--- src/rtl/branch_flag_unit.sv ---
// Branch resolution unit: latches ALU {Z,N} status and resolves conditional
// branches, jumps and branch-and-link ops. Returns the next PC and issues a link-register write.
module branch_flag_unit #(
  parameter int XLEN = 32
) (
  input  logic            clk,
  input  logic            rst_n,
  input  logic            flag_we,
  input  logic [1:0]      status_in,
  input  logic            br_valid,
  output logic            br_ready,
  input  logic [2:0]      br_op,
  input  logic [XLEN-1:0] br_pc,
  input  logic [XLEN-1:0] br_target,
  output logic            res_valid,
  output logic            res_taken,
  output logic [XLEN-1:0] next_pc,
  output logic            res_err,
  output logic            link_we,
  output logic [XLEN-1:0] link_data,
  output logic [1:0]      flags_q
);

  typedef enum logic [1:0] {IDLE, EVAL, LINK} state_t;

  localparam logic [2:0] OP_BZ   = 3'b000;
  localparam logic [2:0] OP_BNZ  = 3'b001;
  localparam logic [2:0] OP_BN   = 3'b010;
  localparam logic [2:0] OP_BNN  = 3'b011;
  localparam logic [2:0] OP_BALN = 3'b100;
  localparam logic [2:0] OP_JAL  = 3'b101;
  localparam logic [2:0] OP_J    = 3'b110;

  state_t state;

  logic            accept;
  logic [1:0]      snap_p0;
  logic            taken_p0;
  logic            err_p0;
  logic            link_p0;
  logic [XLEN-1:0] ret_p0;
  logic            link_p1;
  logic [XLEN-1:0] ret_p1;

  // zn = {Z, N}
  function automatic logic cond_taken(input logic [2:0] op, input logic [1:0] zn);
    case (op)
      OP_BZ:   return zn[1];
      OP_BNZ:  return !zn[1];
      OP_BN:   return zn[0];
      OP_BNN:  return !zn[0];
      OP_BALN: return zn[0];
      OP_JAL:  return 1'b1;
      OP_J:    return 1'b1;
      default: return 1'b0;
    endcase
  endfunction

  // Modulo 2^XLEN: the carry out of the top bit is simply discarded.
  function automatic logic [XLEN-1:0] ret_addr(input logic [XLEN-1:0] pc);
    return pc + XLEN'(4);
  endfunction

  assign br_ready = (state == IDLE);
  assign accept   = br_valid & br_ready;

  // Stage p0: decode the request against forwarded flags in the accept cycle
  assign snap_p0  = flag_we ? status_in : flags_q;
  assign taken_p0 = cond_taken(br_op, snap_p0);
  assign err_p0   = (br_op == 3'b111);
  assign link_p0  = (br_op == OP_JAL) | ((br_op == OP_BALN) & taken_p0);
  assign ret_p0   = ret_addr(br_pc);

  // Stage p1: request capture; only meaningful while the FSM is out of IDLE
  always_ff @(posedge clk) begin
    if (accept) begin
      ret_p1  <= ret_p0;
      link_p1 <= link_p0;
    end
  end

  always_ff @(posedge clk or negedge rst_n) begin
    if (!rst_n) begin
      state     <= IDLE;
      flags_q   <= 2'b00;
      res_valid <= 1'b0;
      res_taken <= 1'b0;
      res_err   <= 1'b0;
      next_pc   <= '0;
      link_we   <= 1'b0;
      link_data <= '0;
    end else begin
      if (flag_we) flags_q <= status_in;
      res_valid <= 1'b0;
      link_we   <= 1'b0;
      case (state)
        IDLE: begin
          if (accept) begin
            state     <= EVAL;
            res_valid <= 1'b1;
            res_taken <= taken_p0;
            res_err   <= err_p0;
            next_pc   <= taken_p0 ? br_target : ret_p0;
          end
        end
        EVAL: begin
          if (link_p1) begin
            state     <= LINK;
            link_we   <= 1'b1;
            link_data <= ret_p1;
          end else begin
            state <= IDLE;
          end
        end
        LINK:    state <= IDLE;
        default: state <= IDLE;
      endcase
    end
  end

endmodule
--- config.mk ---
export PLATFORM = sky130hd
export DESIGN_NAME = branch_flag_unit
export DESIGN_NICKNAME = d
export VERILOG_FILES = /design/src/rtl/branch_flag_unit.sv
export SDC_FILE = /design/constraint.sdc
export NUM_CORES = 1
export LEC_CHECK = 0
export BUFFER_PORTS_ARGS = -buffer_cell sky130_fd_sc_hd__buf_2
export CAP_MARGIN = 20
export CORE_MARGIN = 2
export CORE_UTILIZATION = 51
export DETAILED_ROUTE_END_ITERATION = 12
export GPL_TIMING_DRIVEN = 0
export PLACE_DENSITY = 0.77
export SKIP_CTS_REPAIR_TIMING = 1
export SLEW_MARGIN = 20
export SYNTH_ARGS = -nofsm -noshare
export SYNTH_HDL_FRONTEND = slang
export SYNTH_SLANG_ARGS = --single-unit
--- constraint.sdc ---
create_clock -name clk -period 3.6 [get_ports clk]
set_clock_uncertainty 0.05 [all_clocks]
set_input_delay 0.72 -clock clk [delete_from_list [all_inputs] [get_ports clk]]
set_output_delay 0.72 -clock clk [all_outputs]
set_load 0.02 [all_outputs]
# Word-level counts from Yosys, hierarchy flattened

Cells that the tools add are included.

Register bits after elaboration: 105
Logic and storage cells: 41

$add $sub $neg: 1
Equal/unequal tests: 9
Multiplexer cells: 10
Bitwise operators: 3
Reductions and logical operators: 8

Operators with widths:

| operator                                              | count |
|---|---|
| adder 32 x 3 -> 32 bit, second input constant         | 1 |
| two-way mux 32 bit                                    | 1 |
| == test 3 bit, second input constant                  | 4 |
| == test 3 x 2 -> 1 bit, second input constant         | 2 |
| two-way mux 2 bit                                     | 3 |
| case mux 1 bit (5 select lines)                       | 1 |
| two-way mux 1 bit                                     | 4 |
| case mux 2 bit (2 select lines)                       | 1 |
| AND reduction 2 bit                                   | 2 |
| OR reduction 2 bit                                    | 2 |
| == test 3 x 1 -> 1 bit, second input constant         | 1 |
| zero test 3 bit                                       | 1 |
| bitwise AND 1 bit                                     | 2 |
| == test 2 x 1 -> 1 bit, second input constant         | 1 |
| zero test 1 bit                                       | 2 |
| zero test 2 bit                                       | 1 |
| inequality test 2 x 1 -> 1 bit, second input constant | 1 |
| bitwise OR 1 bit                                      | 1 |

# Longest topological paths before layout

Word-level depth: 5
Depth in mapped cells: 8
Depth with buffers taken out: 6

# Worst setup path after synthesis

Ideal clock, no wire load.

Path kind: reg-to-reg
Start point: register state[0]
End point: register next_pc[23]
Data arrival time: 2,769 ps
Required time: 3,469 ps
Slack: 700 ps
Stages on the path, launching flop included: 8
Buffers on the path: 2
Cells stage by stage: dfrtp_1 -> nor2_1 -> nand2_1 -> inv_1 -> buf_6 -> clkbuf_1 -> o21ai_0 -> o21ai_1

Longest elaborated chain between the ends: 3

RTL lines:

| item                                 | line | source |
|---|---|---|
| start, declared                      | 34   | `state_t state;` |
| start signal, assigned               | 84   | `state <= IDLE;` |
| start signal, assigned               | 99   | `state <= EVAL;` |
| start signal, assigned               | 108  | `state <= LINK;` |
| zero test 2 bit                      | 64   | `assign br_ready = (state == IDLE);` |
| net br_ready                         | 11   | `output logic br_ready,` |
| bitwise AND 1 bit                    | 65   | `assign accept = br_valid & br_ready;` |
| net accept                           | 36   | `logic accept;` |
| AND reduction 2 bit (no source line) | -    |  |
| end signal, assigned                 | 103  | `next_pc <= taken_p0 ? br_target : ret_p0;` |
| end, declared                        | 17   | `output logic [XLEN-1:0] next_pc,` |

The timed path passes the listed nets, and every way through them passes these cells.
A chain may end at the register's enable or synchronous reset.

# Worst setup path after layout

Start point: input port br_pc[2]
End point: register next_pc[24]

Longest elaborated chain between the ends: 2

RTL lines:

| item                   | line | source |
|---|---|---|
| start, declared        | 13   | `input logic [XLEN-1:0] br_pc,` |
| adder 32 x 3 -> 32 bit | 61   | `return pc + XLEN'(4);` |
| net ret_p0[24]         | 41   | `logic [XLEN-1:0] ret_p0;` |
| two-way mux 32 bit     | 103  |  |

The timed path passes the listed nets, and every way through them passes these cells.

==> run metrics <==
layout cell share with drive strength beyond 1=39.70%; die height=99.26 um; FF+latch count, synth=105; Compound-Gate Fraction of Synth Area=7.921%; Initial Utilization=52.81%; post-route setup TNS=0 ns; antenna violations before repair=0; Finish-stage setup viols=0; Peak supply drop=0.2528 mV; core area=0.008763 mm2; pin count of the biggest net entering global routing=39; dpl hpwl=8734 um; Critical Path AT=2.75 ns; xor/xnor share of the synthesized area=3.974%; register area=0.002793 mm2; Post-synth EDFFs=33; CTS Buf Count=9; CTS sink count=105; root buffer cell=clkbuf_8; Crit Path Max Fanout=7; post-synthesis mux area share=10.65%; CTS tree=built; WP data required=3.80 ns; gr usage total=24.26%; fmax=0.3918 GHz; total die area=0.009853 mm2; ANT nets after route=0; post-layout min period=2.553 ns; Core Util, Final=65.51%; status=complete, no violations; ys flop type=dfrtp_1; Max Cap Viol=0; Unique masters post-synth=40; unrepaired setup endpoints after global routing=false; syn_nets=453; H-Tree Depth=3; clk_lat worst skew=0.36 ns; final net count=608; adder-cell share of the synthesized area=0.2703%; Slew @ Worst Pin=0.6362 ns; DR pass1 iterations=6; Detailed Route WL=11630 um; Startpoint Class=primary input; PwrDens=572.1 mW/mm2; first-pass GRT wire length=18520 um; Leak Pwr=2.625 nW; Avg Cell Area, Syn=12.21 um2; final hold violations=0; Vias=3661; GR Overflow Total=0; synth-to-layout area growth=24.03%; maximum clock path buffer count=2; # diodes=0; chip width=99.26 um; routability cong.=0.8115; final cell count without fillers=647; vias per cell=5.658; Mapped Area=0.004628 mm2; CP endpoint kind=flip-flop; Placed Cells=631; Post-Synth Simple-Gate Area=13.81%; Pwr Total=3.284 mW; PortBufs=142; CP Class=primary input to flip-flop; cell row count=34; Slew HR=57.20%; filler instances=708; first-iteration detailed-routing DRC count=180; Synth area leader=dfrtp_1; Tightest Hold Check Type=primary input to async pin; DRC viols=0; I/O pin count=144; most frequent cells after synthesis=dfrtp_1 (72), nand2_1 (40), o21ai_0 (35), mux2_2 (34), edfxtp_1 (33); post-synthesis cell count=379; vias in the first global route=3731; sequential area share after synthesis=60.34%; area of the multi-input gates=0.001695 mm2; YS warnings=0; top-count cell post-synth=dfrtp_1; Slew Limit Fails=0; Final Cycle Share=70.90%; clk slew on worst S/H paths=0.10 ns; share of the synthesized area in the top cell type=38.93%; Post-synth ARST share=68.57%; DR WL/cell=17.97 um; ranking of synthesized cells by area=dfrtp_1 (39%), edfxtp_1 (21%), mux2_2 (8.3%); largest family of logic cells by synthesized area=simple AND/OR/NAND/NOR gates
## layout by cell type (no fill, tap or decap), types with 2 or more instances in the layout
cell type and count:
a221o_1 9, a31oi_1 3, and3_1 10, and3b_1 2, and4_1 3, buf_2 145, buf_4 3, buf_6 3
clkbuf_1 10, clkbuf_8 10, dfrtp_1 72, edfxtp_1 33, inv_1 9, mux2_2 34, mux2i_1 11, nand2_1 40
nand3_1 8, nand4_1 8, nor2_1 14, nor3_1 14, nor3b_1 2, nor4_1 9, o21ai_0 35, o21ai_1 2
o31a_2 2, or2_1 2, or2_2 4, or3_1 2, xnor2_1 7, xor2_1 14
## per-layer routing
metal | vias to the layer above | part of all wire [%] | wire [um] | GRT usage (%)
li1 | 1689 | - | - | -
met3 | 25 | 8.6 | 996 | 4.708
met2 | 167 | 47 | 5516 | 38.93
met1 | 1780 | 41 | 4805 | 32.97
met5 | - | 0 | 0 | 0
met4 | 0 | 2.6 | 308 | 9.378
## final cells by class
cell class,instances,area share [%]
timing repair buffer,144,13.25
sequential,105,48.65
clock inverter,4,0.8500
clock buffer,12,2.899
inverter,9,0.5885
tap,108,2.354
multi-input combinational,246,29.53
buffer,19,1.874
## cell families (layout without fill, tap and decap cells)
| logic type | count (synthesis) | count (layout) |
|---|---|---|
| AO/OA/AOI/OAI | 56 | 56 |
| XOR/XNOR | 21 | 21 |
| adder cells (fa/ha/maj) | 1 | 1 |
| buffers and inverters | 28 | 188 |
| flip-flops | 105 | 105 |
| multiplexers | 45 | 45 |
| AND/OR/NAND/NOR | 123 | 123 |
## state kept, by name (all words and copies together) (netlist names)
register,count
res_err,1
ret_p1,32
next_pc,32
state,2
flags_q,2
res_taken,1
link_we,1
link_data,32
res_valid,1
link_p1,1
## power breakdown
group	total (mW)	switching [mW]	internal [mW]
registers	1.57	0.110	1.46
clock network	0.780	0.396	0.383
logic	0.929	0.573	0.357
total	3.28	1.08	2.20
## metrics by stage
step	instance area [um2]	hold WS [ns]	setup WS (ns)
finish	5741	0.2587	1.048
global route	5741	0.3014	0.8642
CTS	5741	0.2711	1.096
detailed placement	5525	0.4139	0.7161
global placement	5474	0.4054	-0.06993
floorplan	4628	0.3744	0.7002
## critical path, cell delays in order
cell and delay [ns]:
buf_2 0.13, ha_1 0.21, nand4_1 0.32, or3_1 0.42, clkbuf_1 0.18, nor3_1 0.27
xor2_1 0.15, a221o_1 0.34
## worst paths after layout
check,startpoint,end,slack [ns],cells after the start
hold / removal,rst_n,next_pc[25],0.26,1
min in group clk,ret_p1[29],link_data[29],0.43,1
setup / recovery,br_pc[2],next_pc[24],1.05,8
setup reg to reg,state[1],next_pc[27],1.20,8
max in group asynchronous,rst_n,next_pc[15],2.67,2
hold reg to reg,ret_p1[29],link_data[29],0.43,1
Power figures use the tool's default switching activity.
